--- src/rtl/pc_sequencer.sv ---
// pc_sequencer: owns the PC register and fetch counter for the single-cycle
// CPU. It advances the PC by 4, by a relative branch or to an absolute jump
// target, but only on a fetch accepted by instruction memory. It holds the PC
// while stalled and stops for good on a halt or on a misaligned redirect.
module pc_sequencer #(
    parameter int               WIDTH    = 32,
    parameter logic [WIDTH-1:0] RESET_PC = 32'h0040_0000
) (
    input  logic             CLK,
    input  logic             RST,
    input  logic             run_en,
    input  logic             stall,
    input  logic             halt_req,
    input  logic             ir_ready,
    input  logic             jmp,
    input  logic [WIDTH-1:0] jmp_target,
    input  logic             br_taken,
    input  logic [WIDTH-1:0] br_offset,
    output logic             fetch_valid,
    output logic [WIDTH-1:0] fetch_addr,
    output logic [WIDTH-1:0] PC,
    output logic [WIDTH-1:0] NPC,
    output logic [1:0]       state,
    output logic [WIDTH-1:0] fetch_count
);

    typedef enum logic [1:0] {
        IDLE = 2'd0,
        RUN  = 2'd1,
        HALT = 2'd2,
        ERR  = 2'd3
    } state_t;

    state_t           cur_state;
    state_t           next_state;
    logic [WIDTH-1:0] pc_next;
    logic [WIDTH-1:0] count_next;
    logic [WIDTH-1:0] target;
    logic             advance;
    logic             redirect;
    logic             misaligned;

    // Sequential PC is always visible; carries past the top bit are dropped.
    assign NPC        = PC + WIDTH'(4);
    assign fetch_addr = PC;
    assign state      = cur_state;

    // Next-state, fetch request and next PC/count selection.
    always_comb begin
        next_state  = cur_state;
        pc_next     = PC;
        count_next  = fetch_count;
        fetch_valid = 1'b0;
        advance     = 1'b0;
        redirect    = jmp | br_taken;
        // jmp outranks a simultaneous branch.
        target      = jmp ? jmp_target : (NPC + br_offset);
        misaligned  = redirect && (target[1:0] != 2'b00);

        case (cur_state)
            IDLE: begin
                if (run_en) begin
                    next_state = RUN;
                end
            end
            RUN: begin
                // A halt request suppresses the fetch, so it always wins over ir_ready.
                fetch_valid = !stall && !halt_req;
                advance     = fetch_valid && ir_ready;
                if (halt_req) begin
                    next_state = HALT;
                end else if (advance) begin
                    if (misaligned) begin
                        // PC and count stay put so the faulting PC is preserved.
                        next_state = ERR;
                    end else begin
                        pc_next    = redirect ? target : NPC;
                        count_next = fetch_count + WIDTH'(1);
                    end
                end
            end
            default: begin
                // HALT and ERR are terminal until reset.
                next_state = cur_state;
            end
        endcase
    end

    // State register.
    always_ff @(posedge CLK) begin
        if (RST) begin
            cur_state <= IDLE;
        end else begin
            cur_state <= next_state;
        end
    end

    // PC and accepted-fetch counter.
    always_ff @(posedge CLK) begin
        if (RST) begin
            PC          <= RESET_PC;
            fetch_count <= '0;
        end else begin
            PC          <= pc_next;
            fetch_count <= count_next;
        end
    end

endmodule
--- config.mk ---
export PLATFORM = sky130hd
export DESIGN_NAME = pc_sequencer
export DESIGN_NICKNAME = d
export VERILOG_FILES = /design/src/rtl/pc_sequencer.sv
export SDC_FILE = /design/constraint.sdc
export NUM_CORES = 1
export LEC_CHECK = 0
export BUFFER_PORTS_ARGS = -buffer_cell sky130_fd_sc_hd__buf_2
export CAP_MARGIN = 20
export CORE_AREA = 2 2 90 178
export DETAILED_ROUTE_END_ITERATION = 10
export DIE_AREA = 0 0 92 180
export HOLD_SLACK_MARGIN = 0.06
export PLACE_DENSITY = 0.71
export SKIP_LAST_GASP = 1
export SYNTH_ARGS = -nofsm -noshare
export SYNTH_HDL_FRONTEND = slang
export SYNTH_SLANG_ARGS = --single-unit
--- constraint.sdc ---
create_clock -name CLK -period 3.6 [get_ports CLK]
set_clock_uncertainty 0.2 [all_clocks]
set_input_delay 0.36 -clock CLK [delete_from_list [all_inputs] [get_ports CLK]]
set_output_delay 0.36 -clock CLK [all_outputs]
set_load 0.02 [all_outputs]
==> reports/metrics.cfg, run 1 <==
[cells_and_area]
finalNonFillerCells = 1232
drive_above_1_share = 0.415
area_growth_syn_to_layout_pct = 43.7
final_util = 0.548
antennaDiodeCount = 0
design.final.nets = 1143

[min_path]
hold_path_class = in2reg

[drt]
drc = 0
vias = 6928
dr.first_iter.drc_count = 284
avgRoutedWirePerCell_um = 18.7
detail_route.first_pass.iterations = 5
routed_wirelength_um = 23000
via_density_per_instance = 5.62
postRouteAntennaNets = 0

[logic_synthesis]
syn-num-nets = 875
synth_enable_flop_cells = 0
synth_warnings = 0
postSynthCellCount = 761
post_synthesis_register_bit_count = 66
synth_sequential_area_ratio = 0.228
async_flop_share = 0
post_synth_instance_area_sq_mm = 0.00580
yosys.cell_types.count = 74
synthesis.area_per_instance_sq_um = 7.62
synth-main-ff-cell = sky130_fd_sc_hd__dfxtp_1

[grt]
grt_start_max_net_pins = 45
global_route.overflow_total = 0
grt_pass1_vias = 6813
initial_antenna_violation_count = 0
gr-usage-all-layers = 0.262
grt_first_pass_wirelength_um = 33900

[timing]
report.final.slew_viol_count = 0
fmax_mhz = 282
tightest_slew_ps = 734
worst_hold_slack_ps = 85.8
final_hold_viol_count = 0
timing.final.crit_share = 0.986
finalWorstPathRequiredPeriod_ps = 3550
setup_failing_eps_final = 0
rsz0062_at_grt = true
timing.slew.headroom = 0.509

[die]
die-area_sq_mm = 0.0166
rows = 64
dieHeight_um = 180
start_util = 0.381
floorplan.io_pins = 203
chipWidth_um = 92
design.core.area_sq_mm = 0.0152

[status]
outcome = finished, final reports clean

[setup_path]
path_delay_family = compound AO/OA/AOI/OAI gates
worstSetupStartpointType = register
cp_slowest_stage_delay_ps = 460
critical_path.max_fanout = 6
crit_path_frequent_cell = sky130_fd_sc_hd__nand4_1
path_cells = nand4_1 > or3_4 > nor2_4 > nand4_1 > xnor2_2 > ha_4 > nand3_4 > o211a_4 > o32a_1 > mux2i_1 > a211oi_1 > a2111oi_1 > o32ai_1
critical-path-slowest-cell = sky130_fd_sc_hd__or3_4
path_class = reg2reg
worst-path-buf-inv = 0
worstPathArrival_ps = 3550
cp.required_ps = 3600
setup.worst_path.end_class = register

[pwr]
power_mw = 2.18
power.static_leakage_nw = 4.00
p_per_area_mw_per_mm2 = 261
worst_ir_drop_vdd_v = 0.000298

[clock_network]
clock_tree_from_tritoncts = done
htree_levels = 3
cts_sinks = 66
clk-insertion-delay-late_ps = 330
cts_made_buffers = 9
deepest_clock_path_buffer_count = 2
clock_tree.root_cell = sky130_fd_sc_hd__clkbuf_16
cts-hold-fix-buffers = 0
clk_pin_slew_worst_paths_ps = 60

[job]
cap_viol_max_count = 0

[place]
hpwlAfterDp_um = 18100
port_buffers = 202
gp_congestion = 0.999
dp_cells = 1208

-- through the flow --
step	instance area, sq um	setup slack [ps]	setup TNS, ps
global route	8330	-75.5	-199
detailed placement	7600	-324	-1070
floorplan	5910	-18.2	-36.7
CTS	8020	18.9	0
global placement	7600	-257	-630
finish	8330	48.9	0
-- power breakdown --
group	switching [mW]	leakage [nW]	internal [mW]
sequential	0.00655	0.542	0.736
clock	0.356	0.165	0.697
combinational	0.224	3.30	0.158
total	0.586	4.00	1.59
-- state kept, by name, indices dropped and copies added, names as in the netlist --
name and flops:
state 2, fetch_count 32, PC 32
-- final timing paths --
path,from,to,slack (ps),depth (start not counted)
max reg2reg,PC[16]$_SDFFE_PP0P_,PC[31]$_SDFFE_PP0P_,50,13
min reg2reg,PC[8]$_SDFFE_PP0P_,PC[8]$_SDFFE_PP0P_,290,2
min,halt_req,state[0]$_SDFFE_PP0P_,90,2
max,PC[16]$_SDFFE_PP0P_,PC[31]$_SDFFE_PP0P_,50,13
-- synth_stat cells, types with 4 or more instances --
cell type,count,area share
sky130_fd_sc_hd__a31oi_1,5,0.0054
sky130_fd_sc_hd__a211oi_1,11,0.014
sky130_fd_sc_hd__xnor2_1,39,0.059
sky130_fd_sc_hd__o211ai_1,12,0.016
sky130_fd_sc_hd__nand2b_1,5,0.0054
sky130_fd_sc_hd__o21a_1,6,0.0078
sky130_fd_sc_hd__o22ai_1,5,0.0054
sky130_fd_sc_hd__nand2_1,79,0.051
sky130_fd_sc_hd__o21bai_1,5,0.0065
sky130_fd_sc_hd__or3_1,15,0.016
sky130_fd_sc_hd__a21oi_1,61,0.053
sky130_fd_sc_hd__o21ai_0,51,0.044
sky130_fd_sc_hd__and2_1,6,0.0065
sky130_fd_sc_hd__clkbuf_1,20,0.013
sky130_fd_sc_hd__and4_1,8,0.012
sky130_fd_sc_hd__ha_1,41,0.088
sky130_fd_sc_hd__a22oi_1,4,0.0052
sky130_fd_sc_hd__o221ai_1,5,0.0076
sky130_fd_sc_hd__xor2_1,30,0.045
sky130_fd_sc_hd__inv_1,16,0.010
sky130_fd_sc_hd__a21o_1,16,0.021
sky130_fd_sc_hd__nor2_1,76,0.049
sky130_fd_sc_hd__and3_1,11,0.012
sky130_fd_sc_hd__buf_4,34,0.044
sky130_fd_sc_hd__a221oi_1,4,0.0060
sky130_fd_sc_hd__mux2i_1,10,0.017
sky130_fd_sc_hd__dfxtp_1,66,0.23
sky130_fd_sc_hd__nor3_1,11,0.0095
sky130_fd_sc_hd__nand4_1,21,0.023
sky130_fd_sc_hd__nand3_1,27,0.023
-- logic make-up after synthesis --
logic type      after synthesis  share of synthesized area
compound gates              216                      0.243
buf+inv                      80                     0.0792
mux                          10                     0.0173
flops                        66                      0.228
simple gates                278                      0.236
xor+xnor                     69                      0.104
fa+ha+maj                    42                     0.0919
-- routing by layer --
layer	vias to the layer above	share of wire	global-route usage
met1	3193	0.32	0.243
met2	341	0.54	0.488
li1	3277	-	-
met4	0	0.085	0.217
met5	-	0	0
met3	117	0.061	0.0356
-- layout by cell type, fill, tap and decap left out, drive strengths merged, types with 3 or more instances in the layout --
cell	instances
a41oi	3
o32ai	3
nand4	21
xnor2	39
and3	14
and2	8
buf	320
o21a	6
and4	8
nand2	80
o21bai	5
o221ai	5
o21ai	52
a211oi	12
inv	16
a21oi	61
o41ai	3
ha	41
o22ai	5
xor2	30
a22o	3
o31ai	3
bufinv	3
nor2	76
nand2b	5
nor3	11
o211ai	12
a31oi	5
a221oi	4
nand3	27
dfxtp	66
a21o	16
clkbuf	10
or3	17
mux2i	10
a22oi	4
-- final cells by class --
type                    count  area (sq um)
flip-flops and latches     66          1350
multi-input cells         615          4420
repair buffers            320          1900
fillers                  1468          6880
clock inverters             6           114
inverters                  17          63.8
clock buffers              10           239
well taps                 198           248
-- what timing repair did --
action,in CTS,in global routing
resized for setup,14,47
setup endpoints to repair,7,14
buffers inserted,2,6
pin swaps,3,37
Power figures use the tool's default switching activity.
==> run 2: changes to the inputs <==
CAP_MARGIN = unset   (was 20)
CORE_AREA = 4 4 92 180   (was 2 2 90 178)
DIE_AREA = 0 0 96 184   (was 0 0 92 180)
==> run 2 against run 1 <==
Net effect:
- clock-buffer cell count shrank 1
- clock power shrank 9%
- wire length grew 2.6%
- non-clock buffer count grew 7
- design area shrank 1.2%
- sequential cell count is the same
- sequential share of layout area grew 0.17 points
- setup slack gained 23 ps
- first-iteration DRC count grew 5.3%
- critical path depth is the same
- die area grew 6.7%
- global-route usage shrank 0.40 points
- largest cell class unchanged
==> reports/metrics.cfg, run 2 (synthesis gave the netlist of run 1 again) <==
[place]
gp_congestion = 1.00
placedInstanceArea_sq_mm = 0.00765
place_ws_ps = -88.8
hpwlAfterDp_um = 19000
dp_cells = 1214
port_buffers = 202

[setup_path]
setup.worst_path.end_class = register
rr_startpoint = PC[16]$_SDFFE_PP0P_
critPathLaunch = PC[16]$_SDFFE_PP0P_
timing.critical_path.to = PC[31]$_SDFFE_PP0P_
number_of_logic_stages_on_the_critical_path_including_buffering = 13
critical-path-slowest-cell = sky130_fd_sc_hd__or3_4
worstPathArrival_ps = 3530
path_cells = nand4_1 > or3_4 > nor2_4 > nand4_1 > xnor2_2 > ha_4 > nand3_1 > o211a_1 > o32a_1 > mux2i_1 > nor3_2 > a2111oi_2 > o32ai_1
cp.required_ps = 3600
path_delay_family = simple AND/OR/NAND/NOR gates
cp_slowest_stage_delay_ps = 450
critical_path.max_fanout = 5
path_class = reg2reg
worst-r2r-cell-count = 13
worst-path-buf-inv = 0
setup.reg_to_reg.worst_slack_ps = 70
worstReg2RegEnd = PC[31]$_SDFFE_PP0P_
worstSetupStartpointType = register
crit_path_frequent_cell = sky130_fd_sc_hd__nand4_1

[clock_network]
deepest_clock_path_buffer_count = 2
clk_pin_slew_worst_paths_ps = 60
clock_tree_from_tritoncts = done
clk-insertion-delay-late_ps = 330
cts_made_buffers = 9
clock_tree.root_cell = sky130_fd_sc_hd__clkbuf_16
cts_sinks = 66
htree_levels = 3

[timing]
timing.final.crit_share = 0.980
setup_ws_ps = 72.3
rsz0062_at_grt = true
fmax_mhz = 283
tightest_slew_ps = 1120
setup_failing_eps_final = 0
report.final.slew_viol_count = 0
worst_hold_slack_ps = 90.5
finalWorstPathRequiredPeriod_ps = 3530
final_hold_viol_count = 0
timing.slew.headroom = 0.248

[drt]
vias = 6944
routed_wirelength_um = 23600
via_density_per_instance = 5.60
detail_route.first_pass.iterations = 5
drc = 0
dr.first_iter.drc_count = 299
postRouteAntennaNets = 0
avgRoutedWirePerCell_um = 19.1

[grt]
grt_start_max_net_pins = 42
initial_antenna_violation_count = 0
gr-usage-all-layers = 0.258
grt_pass1_vias = 6856
grt_first_pass_wirelength_um = 34600
global_route.overflow_total = 0

[min_path]
hold_path_class = in2reg

[cells_and_area]
final_util = 0.538
layout_common_cells = 202 x sky130_fd_sc_hd__buf_2, 125 x sky130_fd_sc_hd__buf_4, 78 x sky130_fd_sc_hd__nand2_1
antennaDiodeCount = 0
final_cell_area_sq_mm = 0.00823
drive_above_1_share = 0.405
mostFrequentLayoutCell = sky130_fd_sc_hd__buf_2
area_growth_syn_to_layout_pct = 41.9
finalNonFillerCells = 1239
design.final.nets = 1150

[status]
outcome = finished, final reports clean

[die]
floorplan.io_pins = 203
start_util = 0.379
design.core.area_sq_mm = 0.0153
dieHeight_um = 184
die-area_sq_mm = 0.0177
chipWidth_um = 96
rows = 64

[pwr]
pwr-share-comb = 0.182
internal_power_mw = 1.50
power.static_leakage_nw = 4.01
p_per_area_mw_per_mm2 = 252
total_switching_power_uw = 574
pwr-share-seq = 0.358
swShare = 0.277
power.clock.fraction = 0.460
worst_ir_drop_vdd_v = 0.000221

[job]
cap_viol_max_count = 0

## run 2: layout make-up
| cell class | instances | area (sq um) |
|---|---|---|
| Clock inverter | 7 | 92.6 |
| Timing Repair Buffer | 327 | 1950 |
| Inverter | 17 | 63.8 |
| Tap cell | 198 | 248 |
| Clock buffer | 9 | 225 |
| Sequential cell | 66 | 1350 |
| Multi-Input combinational cell | 615 | 4300 |
| Fill cell | 1502 | 7070 |
## run 2: timing repair
item / in CTS / in global routing
hold buffers: 0 / 0
pin swaps: 0 / 23
setup buffers: 0 / 9
gates resized for setup: 7 / 35
setup endpoints to repair: 7 / 12
## run 2: power groups by stage
stage	clock network, mW	logic (mW)	registers (mW)
3_5_place_dp	0	0.354	0.759
5_1_grt	0.997	0.404	0.743
4_1_cts	0.967	0.358	0.743
6_report	0.953	0.377	0.743
2_1_floorplan	0	0.193	0.768
3_3_place_gp	0	0.352	0.758
## run 2: worst min-delay path by stage
stage / from / cells after the start / slack, ps / to
final: halt_req / 2 / 90 / state[0]$_SDFFE_PP0P_
after global routing: halt_req / 2 / 90 / state[0]$_SDFFE_PP0P_
after CTS: halt_req / 2 / 80 / state[0]$_SDFFE_PP0P_
after detailed placement: PC[8]$_SDFFE_PP0P_ / 2 / 250 / PC[8]$_SDFFE_PP0P_
after global placement: PC[8]$_SDFFE_PP0P_ / 2 / 250 / PC[8]$_SDFFE_PP0P_
after floorplan: halt_req / 1 / 280 / state[0]$_SDFFE_PP0P_
## run 2: metal layers
layer / wire, um / global-route usage
met1: 7550 / 0.245
met2: 12700 / 0.467
met3: 1380 / 0.0430
met4: 1980 / 0.204
met5: 0 / 0
## run 2: metrics by stage
stage / total power, mW / setup TNS, ps
detailed placement: 1.11 / -340
finish: 2.07 / 0
floorplan: 0.962 / -36.7
CTS: 2.07 / -209
global placement: 1.11 / -118
global route: 2.14 / -173
==> run 3: changes to the inputs <==
ABC_AREA = 1   (was unset)
CORE_AREA = 4 4 100 196   (was 4 4 92 180)
DIE_AREA = 0 0 104 200   (was 0 0 96 184)
PLACE_DENSITY = 0.69   (was 0.71)
==> run 3 against run 2 <==
Net effect:
- global-route usage is 0.52 points higher
- power is 0.93% higher
- combinational power is 11% lower
- die area is 18% higher
- wire length is 19% higher
- design area is 2.7% higher
- core utilization is 7.4 points lower
- sequential cell count stayed put
- register-to-register slack worse by 20 ps
- cell count is 28% higher
- clock power is 5% higher
- highest routed layer unchanged
==> reports/metrics.cfg, run 3 <==
[status]
outcome = finished, final reports clean

[min_path]
min_path_cells = 4
worstHoldEndpoint = state[0]$_SDFFE_PP0P_
hold_path.startpoint = halt_req
hold_path_class = in2reg

[place]
port_buffers = 202
dp_cells = 1573
gp_congestion = 0.977
hpwlAfterDp_um = 23400

[timing]
report.final.slew_viol_count = 0
finalWorstPathRequiredPeriod_ps = 3550
fmax_mhz = 282
tightest_slew_ps = 802
setup_failing_eps_final = 0
timing.final.crit_share = 0.986
setup-tns-final_ps = 0
timing.slew.headroom = 0.465
worst_hold_slack_ps = 109
final_hold_viol_count = 0
rsz0062_at_grt = true

[drt]
detail_route.first_pass.iterations = 5
met2WireLength_um = 15400
via_density_per_instance = 5.21
met3WireLength_um = 1290
drc = 0
postRouteAntennaNets = 0
dr.first_iter.drc_count = 437
routed_wirelength_um = 28200
drt-met1-wl_um = 9330
avgRoutedWirePerCell_um = 17.7
vias = 8291
dr.max_layer_used = met4

[logic_synthesis]
synthesis.area_per_instance_sq_um = 5.88
synthXorXnorAreaFrac = 0.0479
synth_simple_gate_area_share = 0.406
async_flop_share = 0
synth_sequential_area_ratio = 0.190
postSynthCellCount = 1180
ys_top_cells_by_area = sky130_fd_sc_hd__nand2_1 19%, sky130_fd_sc_hd__dfxtp_1 19%, sky130_fd_sc_hd__inv_1 8.6%, sky130_fd_sc_hd__ha_1 7.4%, sky130_fd_sc_hd__a21oi_1 6.0%
synth-main-ff-cell = sky130_fd_sc_hd__dfxtp_1
synth_enable_flop_cells = 0
syn-num-nets = 1294
leading_cell_types_by_count_after_synthesis = 355 x sky130_fd_sc_hd__nand2_1, 159 x sky130_fd_sc_hd__inv_1, 105 x sky130_fd_sc_hd__nor2_1
synth_warnings = 0
yosys.cell_types.count = 48
post-synth-top-count-cell = sky130_fd_sc_hd__nand2_1
post_synth_fa_ha_maj_area_fraction = 0.0768
synth.area.mux_share = 0
compound_gate_fraction_of_synth_area = 0.130
post_synth_instance_area_sq_mm = 0.00694
netlist.top_cell.by_area = sky130_fd_sc_hd__nand2_1
post_synthesis_register_bit_count = 66
synth_top_family_by_area = simple AND/OR/NAND/NOR gates
synth_top_area_share = 0.192

[setup_path]
worstPathArrival_ps = 3620
critical_path.max_fanout = 7
setup.worst_path.end_class = register
worstSetupStartpointType = register
setup.reg_to_reg.worst_slack_ps = 50
cp.required_ps = 3670
rr_startpoint = PC[9]$_SDFFE_PP0P_
path_class = reg2reg
worstReg2RegEnd = PC[26]$_SDFFE_PP0P_
worst-r2r-cell-count = 15
critPathLaunch = PC[9]$_SDFFE_PP0P_

[job]
cap_viol_max_count = 0

[pwr]
worst_ir_drop_vdd_v = 0.000246
power.static_leakage_nw = 4.57
p_per_area_mw_per_mm2 = 248

[clock_network]
htree_levels = 3
postCtsSetupRepairBufs = 0
clock_tree.root_cell = sky130_fd_sc_hd__clkbuf_16
cts_sinks = 66
cts_made_buffers = 9
deepest_clock_path_buffer_count = 2
clk-insertion-delay-late_ps = 350
clock_tree_from_tritoncts = done
clk_pin_slew_worst_paths_ps = 60

[die]
rows = 70
chipWidth_um = 104
start_util = 0.381
floorplan.io_pins = 203
design.core.area_sq_mm = 0.0182
die-area_sq_mm = 0.0208
dieHeight_um = 200

[grt]
global_route.overflow_total = 0
gr-usage-all-layers = 0.263
initial_antenna_violation_count = 0
grt_pass1_vias = 8312
grt_start_max_net_pins = 35
grt_first_pass_wirelength_um = 42600

[cells_and_area]
design.final.nets = 1482
finalNonFillerCells = 1590
mostFrequentLayoutCell = sky130_fd_sc_hd__nand2_1
drive_above_1_share = 0.222
area_growth_syn_to_layout_pct = 21.6
layout_common_cells = 355 x sky130_fd_sc_hd__nand2_1, 202 x sky130_fd_sc_hd__buf_2, 159 x sky130_fd_sc_hd__inv_1

-- run 3: how the worst max path moves through the flow --
stage,endpoint,slack [ps]
2_1_floorplan,PC[28]$_SDFFE_PP0P_,430
3_3_place_gp,PC[26]$_SDFFE_PP0P_,30
3_5_place_dp,PC[26]$_SDFFE_PP0P_,110
4_1_cts,PC[26]$_SDFFE_PP0P_,40
5_1_grt,PC[21]$_SDFFE_PP0P_,-110
6_report,PC[26]$_SDFFE_PP0P_,50
-- run 3: cells by family (layout without fill, tap and decap cells) --
group	Yosys count	count (layout)
AO/OA/AOI/OAI	164	164
XOR/XNOR	38	38
adder cells (fa/ha/maj)	42	42
buffers and inverters	227	420
flip-flops	66	66
other	0	1
AND/OR/NAND/NOR	643	643
-- run 3: final cells by class --
class / instances / area, sq um
Antenna cell: 1 / 2.50
Clock buffer: 10 / 229
Clock inverter: 6 / 91.3
Fill cell: 2065 / 9770
Inverter: 168 / 631
Multi-Input combinational cell: 887 / 4620
Sequential cell: 66 / 1330
Tap cell: 216 / 270
Timing Repair Buffer: 236 / 1280
-- run 3: critical path: stages (launching register included) --
cell and delay, ps:
sky130_fd_sc_hd__dfxtp_1 500, sky130_fd_sc_hd__nand2_1 90, sky130_fd_sc_hd__nor3_1 270, sky130_fd_sc_hd__nand2_1 150, sky130_fd_sc_hd__nor2_2 230, sky130_fd_sc_hd__nand3_1 120
sky130_fd_sc_hd__and2_1 220, sky130_fd_sc_hd__ha_1 380, sky130_fd_sc_hd__nand2_1 150, sky130_fd_sc_hd__nor2_1 230, sky130_fd_sc_hd__nand2_1 170, sky130_fd_sc_hd__nor3_1 160
sky130_fd_sc_hd__nand2_1 180, sky130_fd_sc_hd__nand3b_1 140, sky130_fd_sc_hd__nand3_1 110, sky130_fd_sc_hd__a21oi_1 170
-- run 3: repair_timing --
item                                    CTS  global route
endpoints found under the setup margin    0             9
hold buffers                              0             0
gates resized for setup                   0             8
-- run 3: stage by stage --
step	utilization	setup slack, ps	total power, mW	cell area [sq um]
finish	0.464	52.1	2.09	8450
global route	0.463	-109	2.16	8440
CTS	0.462	44.7	2.10	8410
detailed placement	0.444	107	1.10	8090
global placement	0.444	31.2	1.10	8090
floorplan	-	428	0.973	6940
-- run 3: where the power goes --
| part | total [mW] | switching (mW) | internal, mW | leakage [nW] |
|---|---|---|---|---|
| combinational | 0.337 | 0.219 | 0.119 | 3.89 |
| sequential | 0.751 | 0.0122 | 0.739 | 0.534 |
| clock | 1.00 | 0.394 | 0.609 | 0.145 |
-- run 3: metal layers --
metal	GRT usage	vias up
li1	-	4117
met2	0.524	301
met4	0.199	0
met3	0.0344	107
met5	0	-
met1	0.237	3766
